[src/rtl/decode_stage.sv]
// decode_stage: IF/ID pipeline register with RV32I decoder and post-redirect squash.
// Optional RV32M multiply recognition is enabled by defining DECODE_MUL_EN.
module decode_stage #(
    parameter int ADDR_W      = 10,
    parameter int FLUSH_DEPTH = 2
) (
    input  logic              clk,
    input  logic              Reset,
    input  logic [31:0]       Instruction,
    input  logic [ADDR_W-1:0] Add,
    input  logic              Stall,
    input  logic              Flush,
    output logic              ValidID,
    output logic [ADDR_W-1:0] PC_ID,
    output logic [4:0]        Rd,
    output logic [4:0]        Rs1,
    output logic [4:0]        Rs2,
    output logic [2:0]        Funct3,
    output logic              Funct7b5,
    output logic [31:0]       Imm,
    output logic              RegWrite,
    output logic              MemRead,
    output logic              MemWrite,
    output logic              ALUSrc,
    output logic              BranchOp,
    output logic              JumpOp,
    output logic              LuiAuipc,
    output logic              MulOp,
    output logic              Illegal
);

    localparam logic [6:0] OP_R      = 7'b0110011;
    localparam logic [6:0] OP_I_ALU  = 7'b0010011;
    localparam logic [6:0] OP_LOAD   = 7'b0000011;
    localparam logic [6:0] OP_STORE  = 7'b0100011;
    localparam logic [6:0] OP_BRANCH = 7'b1100011;
    localparam logic [6:0] OP_JAL    = 7'b1101111;
    localparam logic [6:0] OP_JALR   = 7'b1100111;
    localparam logic [6:0] OP_LUI    = 7'b0110111;
    localparam logic [6:0] OP_AUIPC  = 7'b0010111;

    localparam logic [6:0] F7_BASE = 7'b0000000;
    localparam logic [6:0] F7_ALT  = 7'b0100000;
`ifdef DECODE_MUL_EN
    localparam logic [6:0] F7_MUL  = 7'b0000001;
`endif

    localparam logic [2:0] FLUSH_INIT = 3'(FLUSH_DEPTH);

    typedef enum logic [2:0] {
        FMT_R,
        FMT_I,
        FMT_S,
        FMT_B,
        FMT_U,
        FMT_J
    } imm_fmt_e;

    function automatic logic [31:0] build_imm(input logic [31:0] instr, input imm_fmt_e fmt);
        logic [31:0] imm;
        imm = '0;
        case (fmt)
            FMT_I:   imm = {{20{instr[31]}}, instr[31:20]};
            FMT_S:   imm = {{20{instr[31]}}, instr[31:25], instr[11:7]};
            FMT_B:   imm = {{19{instr[31]}}, instr[31], instr[7], instr[30:25], instr[11:8], 1'b0};
            FMT_J:   imm = {{11{instr[31]}}, instr[31], instr[19:12], instr[20], instr[30:21], 1'b0};
            FMT_U:   imm = {instr[31:12], 12'b0};
            default: imm = '0;
        endcase
        return imm;
    endfunction

    logic [6:0]  opcode_p0;
    logic [6:0]  funct7_p0;
    logic [2:0]  funct3_p0;
    logic [4:0]  rd_p0;
    logic        reg_write_p0;
    logic        mem_read_p0;
    logic        mem_write_p0;
    logic        alu_src_p0;
    logic        branch_op_p0;
    logic        jump_op_p0;
    logic        lui_auipc_p0;
    logic        illegal_p0;
    imm_fmt_e    fmt_p0;
    logic [31:0] imm_p0;
    logic [2:0]  squash_cnt;
`ifdef DECODE_MUL_EN
    logic        mul_op_p0;
    logic        mul_op_p1;
`endif

    assign opcode_p0 = Instruction[6:0];
    assign funct7_p0 = Instruction[31:25];
    assign funct3_p0 = Instruction[14:12];
    assign rd_p0     = Instruction[11:7];

    // Stage p0: combinational decode of the word arriving from fetch.
    always_comb begin
        reg_write_p0 = 1'b0;
        mem_read_p0  = 1'b0;
        mem_write_p0 = 1'b0;
        alu_src_p0   = 1'b0;
        branch_op_p0 = 1'b0;
        jump_op_p0   = 1'b0;
        lui_auipc_p0 = 1'b0;
        illegal_p0   = 1'b0;
        fmt_p0       = FMT_R;
`ifdef DECODE_MUL_EN
        mul_op_p0    = 1'b0;
`endif
        case (opcode_p0)
            OP_R: begin
                if (funct7_p0 == F7_BASE) begin
                    reg_write_p0 = 1'b1;
                end else if (funct7_p0 == F7_ALT &&
                             (funct3_p0 == 3'b000 || funct3_p0 == 3'b101)) begin
                    reg_write_p0 = 1'b1;
`ifdef DECODE_MUL_EN
                end else if (funct7_p0 == F7_MUL) begin
                    reg_write_p0 = 1'b1;
                    mul_op_p0    = 1'b1;
`endif
                end else begin
                    illegal_p0 = 1'b1;
                end
            end
            OP_I_ALU: begin
                reg_write_p0 = 1'b1;
                alu_src_p0   = 1'b1;
                fmt_p0       = FMT_I;
            end
            OP_LOAD: begin
                reg_write_p0 = 1'b1;
                mem_read_p0  = 1'b1;
                alu_src_p0   = 1'b1;
                fmt_p0       = FMT_I;
            end
            OP_STORE: begin
                mem_write_p0 = 1'b1;
                alu_src_p0   = 1'b1;
                fmt_p0       = FMT_S;
            end
            OP_BRANCH: begin
                branch_op_p0 = 1'b1;
                fmt_p0       = FMT_B;
            end
            OP_JAL: begin
                jump_op_p0   = 1'b1;
                reg_write_p0 = 1'b1;
                fmt_p0       = FMT_J;
            end
            OP_JALR: begin
                jump_op_p0   = 1'b1;
                reg_write_p0 = 1'b1;
                alu_src_p0   = 1'b1;
                fmt_p0       = FMT_I;
            end
            OP_LUI, OP_AUIPC: begin
                lui_auipc_p0 = 1'b1;
                reg_write_p0 = 1'b1;
                fmt_p0       = FMT_U;
            end
            default: illegal_p0 = 1'b1;
        endcase
        // x0 is hardwired, so a write to it is dropped here rather than in the register file.
        if (rd_p0 == 5'd0) begin
            reg_write_p0 = 1'b0;
        end
    end

    assign imm_p0 = build_imm(Instruction, fmt_p0);

    // Stage p1: IF/ID register. Reset > Flush > Stall > squash > load.
    always_ff @(posedge clk) begin
        if (!Reset) begin
            ValidID    <= 1'b0;
            PC_ID      <= '0;
            Rd         <= '0;
            Rs1        <= '0;
            Rs2        <= '0;
            Funct3     <= '0;
            Funct7b5   <= 1'b0;
            Imm        <= '0;
            RegWrite   <= 1'b0;
            MemRead    <= 1'b0;
            MemWrite   <= 1'b0;
            ALUSrc     <= 1'b0;
            BranchOp   <= 1'b0;
            JumpOp     <= 1'b0;
            LuiAuipc   <= 1'b0;
            Illegal    <= 1'b0;
            squash_cnt <= '0;
        end else if (Flush) begin
            ValidID    <= 1'b0;
            RegWrite   <= 1'b0;
            MemRead    <= 1'b0;
            MemWrite   <= 1'b0;
            ALUSrc     <= 1'b0;
            BranchOp   <= 1'b0;
            JumpOp     <= 1'b0;
            LuiAuipc   <= 1'b0;
            Illegal    <= 1'b0;
            squash_cnt <= FLUSH_INIT;
        end else if (Stall) begin
            squash_cnt <= squash_cnt;
        end else if (squash_cnt != 3'd0) begin
            // Wrong-path word from fetch: drop it, data fields keep their last value.
            ValidID    <= 1'b0;
            RegWrite   <= 1'b0;
            MemRead    <= 1'b0;
            MemWrite   <= 1'b0;
            ALUSrc     <= 1'b0;
            BranchOp   <= 1'b0;
            JumpOp     <= 1'b0;
            LuiAuipc   <= 1'b0;
            Illegal    <= 1'b0;
            squash_cnt <= squash_cnt - 3'd1;
        end else begin
            ValidID    <= 1'b1;
            PC_ID      <= Add;
            Rd         <= rd_p0;
            Rs1        <= Instruction[19:15];
            Rs2        <= Instruction[24:20];
            Funct3     <= funct3_p0;
            Funct7b5   <= Instruction[30];
            Imm        <= imm_p0;
            RegWrite   <= reg_write_p0;
            MemRead    <= mem_read_p0;
            MemWrite   <= mem_write_p0;
            ALUSrc     <= alu_src_p0;
            BranchOp   <= branch_op_p0;
            JumpOp     <= jump_op_p0;
            LuiAuipc   <= lui_auipc_p0;
            Illegal    <= illegal_p0;
        end
    end

`ifdef DECODE_MUL_EN
    always_ff @(posedge clk) begin
        if (!Reset || Flush) begin
            mul_op_p1 <= 1'b0;
        end else if (!Stall) begin
            mul_op_p1 <= (squash_cnt == 3'd0) ? mul_op_p0 : 1'b0;
        end
    end
    assign MulOp = mul_op_p1;
`else
    assign MulOp = 1'b0;
`endif

endmodule

[config.mk]
export PLATFORM = sky130hd
export DESIGN_NAME = decode_stage
export DESIGN_NICKNAME = d
export VERILOG_FILES = /design/src/rtl/decode_stage.sv
export SDC_FILE = /design/constraint.sdc
export NUM_CORES = 1
export LEC_CHECK = 0
export ABC_AREA = 1
export BUFFER_PORTS_ARGS = -buffer_cell sky130_fd_sc_hd__buf_4
export CORE_MARGIN = 3
export CORE_UTILIZATION = 45
export DETAILED_ROUTE_END_ITERATION = 8
export GPL_TIMING_DRIVEN = 1
export PLACE_DENSITY = 0.76
export SETUP_SLACK_MARGIN = 0.02
export SYNTH_ARGS = -nofsm -noshare
export SYNTH_HDL_FRONTEND = slang
export SYNTH_SLANG_ARGS = --single-unit
[constraint.sdc]
create_clock -name clk -period 1.53 [get_ports clk]
set_input_delay 0.0765 -clock clk [delete_from_list [all_inputs] [get_ports clk]]
set_output_delay 0.0765 -clock clk [all_outputs]
set_load 0.03 [all_outputs]
-- Yosys cells after proc, flatten, opt, wreduce, memory -nomap -nowiden
Index checks and enable logic that the tools add are counted.
- flip-flop bits (word level): 73
- input port bits: 46
- output and inout port bits: 71
- add/sub/neg operators: 1
- equality and inequality tests: 17
- muxes and demuxes: 27
- bitwise gates (word level): 4
- reduce and logical (&&, ||, !) cells: 17
- operators by type and width (operator ; number):
    32-bit one-hot mux with 5 select lines ; 1
    7-bit by 6-bit == test with 1-bit output, second input constant ; 4
    7-bit == test, second input constant ; 3
    1-bit two-way mux ; 20
    3-bit one-hot mux with 5 select lines ; 1
    7-bit by 5-bit == test with 1-bit output, second input constant ; 2
    3-bit == test, second input constant ; 3
    8-bit OR reduction ; 1
    7-bit by 2-bit == test with 1-bit output, second input constant ; 1
    7-bit logical NOT ; 1
    3-bit by 2-bit == test with 1-bit output, second input constant ; 2
    2-bit two-way mux ; 3
    2-bit OR reduction ; 3
    6-bit OR reduction ; 1
    5-bit logical NOT ; 1
    1-bit NOT ; 4
    1-bit one-hot mux with 2 select lines ; 2
    2-bit AND reduction ; 2
    4-bit OR reduction ; 1
    3-bit by 1-bit == test with 1-bit output, second input constant ; 1
    3-bit logical NOT ; 1
    3-bit AND reduction ; 1
    3-bit nonzero test ; 1
    3-bit OR reduction ; 1
    other kinds (5) ; 5

-- Logic depth before layout (Yosys ltp)
Gate-level depths: netlist (run 1).
- depth after elaboration: 8
- depth in mapped cells: 10
- gate-level depth less buffers: 9

-- Worst setup path before layout (run 1)
No wires, ideal clock.
- kind: flip-flop to flip-flop
- start: register squash_cnt[0]
- end: register Imm[23]
- library setup time: 136 ps
- data arrival time: 1389 ps
- slack: 5 ps
- stages on the path, launching flop included: 11
- buffers on the path: 1
- period minus slack after synthesis: 1525 ps
- cell sequence: dfxtp_1 > nor2_1 > ha_1 > inv_1 > nor2_4 > inv_2 > nor2_4 > inv_2 > buf_2 > nand2_1 > a21oi_2
- word-level cells in the longest chain between the ends: 3
- RTL lines (what ; RTL line ; source):
    from (decl) ; 87 ; logic [2:0] squash_cnt;
    from (signal assigned) ; 206 ; squash_cnt <= squash_cnt;
    from (signal assigned) ; 218 ; squash_cnt <= squash_cnt - 3'd1;
    3-bit nonzero test ; 207 ; end else if (squash_cnt != 3'd0) begin
    1-bit NOT (no line) ; - ;
    3-bit AND reduction (no line) ; - ;
    to (signal assigned) ; 227 ; Imm <= imm_p0;
    to (decl) ; 20 ; output logic [31:0] Imm,
Every way passes these cells.
A chain may end at the register's enable or synchronous reset.

-- Worst setup path after layout (run 1)
- start: register squash_cnt[1]
- end: register Rs1[2]
- word-level cells in the longest chain between the ends: 3
- RTL lines (what ; RTL line ; source):
    3-bit nonzero test ; 207 ;
    1-bit NOT (no line) ; - ;
    3-bit AND reduction (no line) ; - ;
    to (signal assigned) ; 223 ; Rs1 <= Instruction[19:15];
    to (decl) ; 16 ; output logic [4:0] Rs1,
Every way passes these cells.

==> results of run 1 <==
-- cells by family after synthesis --
logic type	count (synthesis)	synth area share [%]
and+or+nand+nor	262	33.7
other	1	0.113
DFF	73	44.2
AOI/OAI and AO/OA	85	14.2
buffers and inverters	52	7.42
adders and majority gates	1	0.378
-- cell type report --
type,instances,area share [%]
sequential,73,29.2
tap,96,2.40
multi-input combinational,349,34.9
clock inverter,6,1.65
clock buffer,10,2.55
timing repair buffer,159,27.3
inverter,25,1.97
-- registers in the layout, summed over array words and instances (netlist names), 3 cells and up --
register / count
Rs1: 5
Rs2: 5
Imm: 32
squash_cnt: 3
PC_ID: 10
Funct3: 3
Rd: 5
-- per-layer routing --
metal | routed length (um) | global-route usage, % | vias to the layer above
li1 | - | - | 1796
met1 | 4440 | 32.4 | 1704
met2 | 5260 | 40.0 | 177
met3 | 1230 | 7.47 | 16
met4 | 186 | 9.53 | 0
met5 | 0 | 0 | -
-- final timing paths --
| check | start | to | slack (ns) | cells past startpoint |
|---|---|---|---|---|
| worst max-delay path | squash_cnt[1] | Rs1[2] | -0.005 | 11 |
| worst min-delay path | Instruction[28] | Imm[8] | 0.008 | 3 |
| worst max register to register | squash_cnt[1] | Rs1[2] | -0.005 | 11 |
| worst min register to register | Imm[28] | Imm[28] | 0.47 | 2 |
-- power breakdown --
part / switching, mW / internal (mW)
clock network: 0.746 / 0.910
logic: 0.494 / 0.354
registers: 0.0452 / 1.97
total: 1.28 / 3.24
-- through the flow --
step / worst slack (ns) / utilization [%]
3_3_place_gp: 0.00845 / 61.1
6_report: -0.00518 / 72.2
5_1_grt: -0.0765 / 72.2
4_1_cts: -0.0219 / 68.8
3_5_place_dp: -0.0716 / 61.1
2_1_floorplan: 0.00491 / -
-- critical path, stage by stage (launching register included) --
cell,delay [ns]
dfxtp_2,0.34
nor2_4,0.14
ha_4,0.15
inv_2,0.04
nor2_4,0.08
inv_2,0.05
nor2_4,0.10
buf_12,0.14
inv_6,0.06
buf_12,0.16
nor2_2,0.11
nor2_1,0.06
-- repair_timing --
item	CTS	global route
gates cloned	0	2
endpoints found under the setup margin	52	61
hold buffers	25	0
endpoints found under the hold margin	25	0
buffers inserted	1	4
pin swaps	1	3
gates resized for setup	23	45
-- Yosys cell counts --
cell / instances
a211oi_1: 1
a21oi_1: 38
a21oi_2: 10
buf_1: 1
buf_2: 13
buf_4: 3
buf_6: 3
clkbuf_1: 7
conb_1: 1
dfxtp_1: 73
ha_1: 1
inv_1: 18
inv_2: 7
nand2_1: 135
nand2_2: 6
nand2_4: 3
nand3_1: 35
nand4_1: 2
nand4_2: 1
nor2_1: 74
nor2_2: 1
nor2_4: 4
o21ai_0: 34
o31ai_1: 2
or2_2: 1
==> run metrics, run 1 <==
CTS clk-pin slew, worst paths=0.08 ns; Seq. cell area=between 1000 and 1500 um^2; Static Leak=2.38 nW; die area=around 8400 um^2; Post-DP HPWL=approximately 7300 um; area of the multi-input gates=between 1500 and 2000 um^2; Arr. time, crit path=roughly 1.8 ns; syn nets=521; core area=approximately 7000 um^2; Mapped Area=around 3300 um^2; Worst-Margin Slew=slightly below 0.6 ns; Skew-Pair Late Insertion Delay=about 0.36 ns; Synth Instances=474; Final WS setup=-0.00518 ns; GR Overflow Total=0; skew final=0.00820 ns; Clock Sinks=73; total CTS buffers=9; cell accounting for the most synthesized area=dfxtp_1; Critical Path Fanout Max=18; Synth top area share=44.2%; worst hold slack=0.00759 ns; sequential share of the synthesized area=approximately 44%; CTS root buf=clkbuf_8; max-slew violations=0; Total GRT Usage=between 20 and 30%; PwrDens=around 900 nW/um^2; Worst Path Class, Setup=reg -> reg; ANT nets after route=0; fill count=~550; synth top area cells=dfxtp_1 (44%), nand2_1 (15%), nor2_1 (8.4%), a21oi_1 (5.8%), nand3_1 (5.3%); Remaining DRCs=0; fin cells=718; RSZ-0062 raised after global routing=yes; Design Area, Final=between 5000 and 6000 um^2; share of cells above drive strength 1=between 30% and 40%; Max Cap Violations=0; HP Class=in -> reg; Die X=slightly above 90 um; antenna violations before repair=0; Nets=between 600 and 700; fin crit period=between 1.5 and 2 ns; fin crit share=100%; ANT cells=0; Final setup viols=2; Final Hold Viols=0; DR vias/cell=5.14; Peak supply drop=roughly 530 uV; area grow syn2layout=51.6%; WL per Instance=roughly 15 um; placed cell area=about 4200 um^2; synth unique cells=25; total power=between 4 and 5 mW; vias in the first global route=3531; syn avg cell area=~7 um^2; critical path required time=1.78 ns; Critical Path Source Type=register; CTS max path bufs=2; IO buf count=approximately 120; gp weighted congestion=0.901; Initial DRC Count=300; CTS tree=yes; final setup TNS=-0.00749 ns; final wirelength=around 11000 um; largest net degree at the start of global routing=37; H-tree Lvls=3; Slew HR=61.5%; Synth Register Bits=73; Pre-antenna DRT Iters=5; Fmax=between 600 and 700 MHz; Starting Density=47.6%; num rows=30; failing checks=setup timing; crit end category=register; commonest non-fill, non-tap cells in the layout=nand2_1 (125), buf_4 (125), dfxtp_1 (70); I/O pins=117; number of cells in the design after placement=670; outcome=complete, but fails checks; global-route wire length before repair=17100 um; Die Y=91.7 um; Yosys warnings=0; via count=roughly 3700
(Power assumes the default switching activity.)
==> run 2: changes to the inputs <==
==> constraint.sdc (replaced) <==
create_clock -name clk -period 1.53 [get_ports clk]
set_input_delay 0.153 -clock clk [delete_from_list [all_inputs] [get_ports clk]]
set_output_delay 0.153 -clock clk [all_outputs]
set_load 0.02 [all_outputs]
==> run 2 against run 1 <==
  * The flow still finishes with violations (setup timing)
  * Core utilization is 2.0 points lower
  * Wire length down 1.8%
  * Power rose by 0.48%
  * Register-to-register slack got worse by 0.10 ns
  * Combinational power is 8.8% lower
==> run metrics, run 2 (same netlist as run 1, synthesis figures left out) <==
outcome=complete, but fails checks; failing checks=setup timing; antenna violations before repair=0 (unchanged); die area=8410 um^2 (unchanged); total CTS buffers=9 (unchanged); IO buf count=115 (unchanged); Static Leak=2.33 nW (-2.1%); num rows=30 (unchanged); global route hottest layer=met2; vias in the first global route=3502 (-0.82%); I/O pins=117 (unchanged); final wirelength=10900 um (-1.8%); Worst-Margin Slew=0.627 ns (+0.0502 ns); CTS max path bufs=2 (unchanged); Die X=91.7 um (unchanged); pre-CTS setup slack=-0.0778 ns (-0.00621 ns); worst hold slack=0.0263 ns (+0.0187 ns); largest net degree at the start of global routing=37 (unchanged); core area=6940 um^2 (unchanged); Critical Path Fanout Max=12 (-6); Final WS setup=-0.105 ns (-0.100 ns); H-tree Lvls=3 (unchanged); gp weighted congestion=0.888 (-1.4%); total power=4.54 mW (+0.48%); crit end category=register; Skew-Pair Late Insertion Delay=0.35 ns (about the same); worst reg2reg path endpoint=Imm[10]; share of cells above drive strength 1=39.0% (+3.3 points); Total GRT Usage=24.7% (-0.59 points); via count=3667 (-0.70%); RSZ-0062 raised after global routing=yes; Pre-antenna DRT Iters=5 (unchanged); ANT nets after route=0 (unchanged); Hold Path Sink=PC_ID[2]; Peak supply drop=550 uV (+2.8%); Max Cap Violations=0 (unchanged); Initial DRC Count=273 (-9.0%); Clock Sinks=73 (unchanged); Die Y=91.7 um (unchanged); Final setup viols=58 (+56); skew final=0.00874 ns (+0.000533 ns); Crit Reg-Reg Startpoint=squash_cnt[0]; CTS clk-pin slew, worst paths=0.07 ns (about the same); Reg with most FFs=Imm; M2 GR Usage=38.8% (-1.3 points); Nets=647 (-2.6%); fin crit share=107% (+6.6 points); biggest regs=Imm (32), PC_ID (10); Final Hold Viols=0 (unchanged); Post-Route Utilization=70.2% (-2.0 points); WL per Instance=15.6 um (+0.55%); Worst Path Class, Setup=reg -> reg; HP Class=in -> reg; worst hold path depth=3 (unchanged); Post-DP HPWL=7340 um (+0.57%); Remaining DRCs=0 (unchanged); DR vias/cell=5.23 (+1.7%); final setup TNS=-2.35 ns (-2.34 ns); GR Overflow Total=0 (unchanged); Slew HR=58.1% (-3.4 points); CTS root buf=clkbuf_8; fin crit period=1.64 ns (+0.100 ns); worst reg-to-reg setup slack=-0.11 ns (-0.10 ns); Fmax=611 MHz (-6.1%); CTS tree=yes; met3 GRT Util=7.47% (unchanged); critical path required time=1.73 ns (-0.05 ns); Starting Density=47.6% (unchanged); commonest non-fill, non-tap cell in the layout=buf_4; ANT cells=0 (unchanged); R2R depth=11 (unchanged); Arr. time, crit path=1.84 ns (+0.06 ns); max-slew violations=0 (unchanged); commonest non-fill, non-tap cells in the layout=buf_4 (128), nand2_1 (122), dfxtp_1 (71); PwrDens=932 nW/um^2 (+3.3%); max reg flops=32 (unchanged); met1 usage=31.9% (-0.51 points); global-route wire length before repair=16700 um (-2.0%); Critical Path Source Type=register; min-delay src=Add[2]; area grow syn2layout=47.4%
## run 2: per-layer routing
layer / vias to the layer above / wire length [um]
li1: 1768 / -
met5: - / 0
met2: 194 / 5050
met4: 0 / 252
met1: 1680 / 4480
met3: 25 / 1130
## run 2: through the flow
step	area [um^2]	instances
6_report	4870	701
5_1_grt	4870	701
2_1_floorplan	3310	474
3_5_place_dp	4270	672
3_3_place_gp	4270	672
4_1_cts	4690	696
## run 2: report_power, final
part / internal (mW) / switching [mW]
Sequential: 1.97 / 0.0456
Combinational: 0.336 / 0.438
Clock: 1.01 / 0.740
## run 2: worst max-delay path by stage
| stage | start | to | slack (ns) | cells past startpoint |
|---|---|---|---|---|
| floorplan | squash_cnt[0] | Imm[23] | 0.007 | 10 |
| global placement | squash_cnt[0] | Imm[8] | 0.02 | 9 |
| detailed placement | squash_cnt[0] | Imm[7] | -0.08 | 9 |
| CTS | squash_cnt[0] | Imm[24] | -0.04 | 11 |
| global route | squash_cnt[0] | Imm[10] | -0.18 | 11 |
| finish | squash_cnt[0] | Imm[10] | -0.11 | 11 |
## run 2: critical path, stage by stage, from the launching register on
cell     delay (ns)
dfxtp_2        0.34
nor2_4         0.11
ha_2           0.20
inv_2          0.05
nor2_4         0.09
inv_2          0.06
nor2_4         0.10
buf_12         0.17
inv_8          0.07
buf_12         0.15
nand2_1        0.08
a21oi_1        0.07
## run 2: what timing repair did
action / 4_1_cts / 5_1_grt
setup endpoints to repair: 59 / 67
gates cloned: 1 / 4
resized for setup: 47 / 29
hold buffers: 0 / 0
pin swaps: 2 / 5
setup buffers: 7 / 2
hold endpoints to repair: 0 / 0
## run 2: cell type report
class                      instances  area (um^2)
multi-input combinational        349         1750
tap                               96          120
inverter                          25          101
fill                             562         2070
clock inverter                     4         73.8
clock buffer                      12          155
timing repair inverter             1         7.51
timing repair buffer             141         1200
sequential                        73         1460
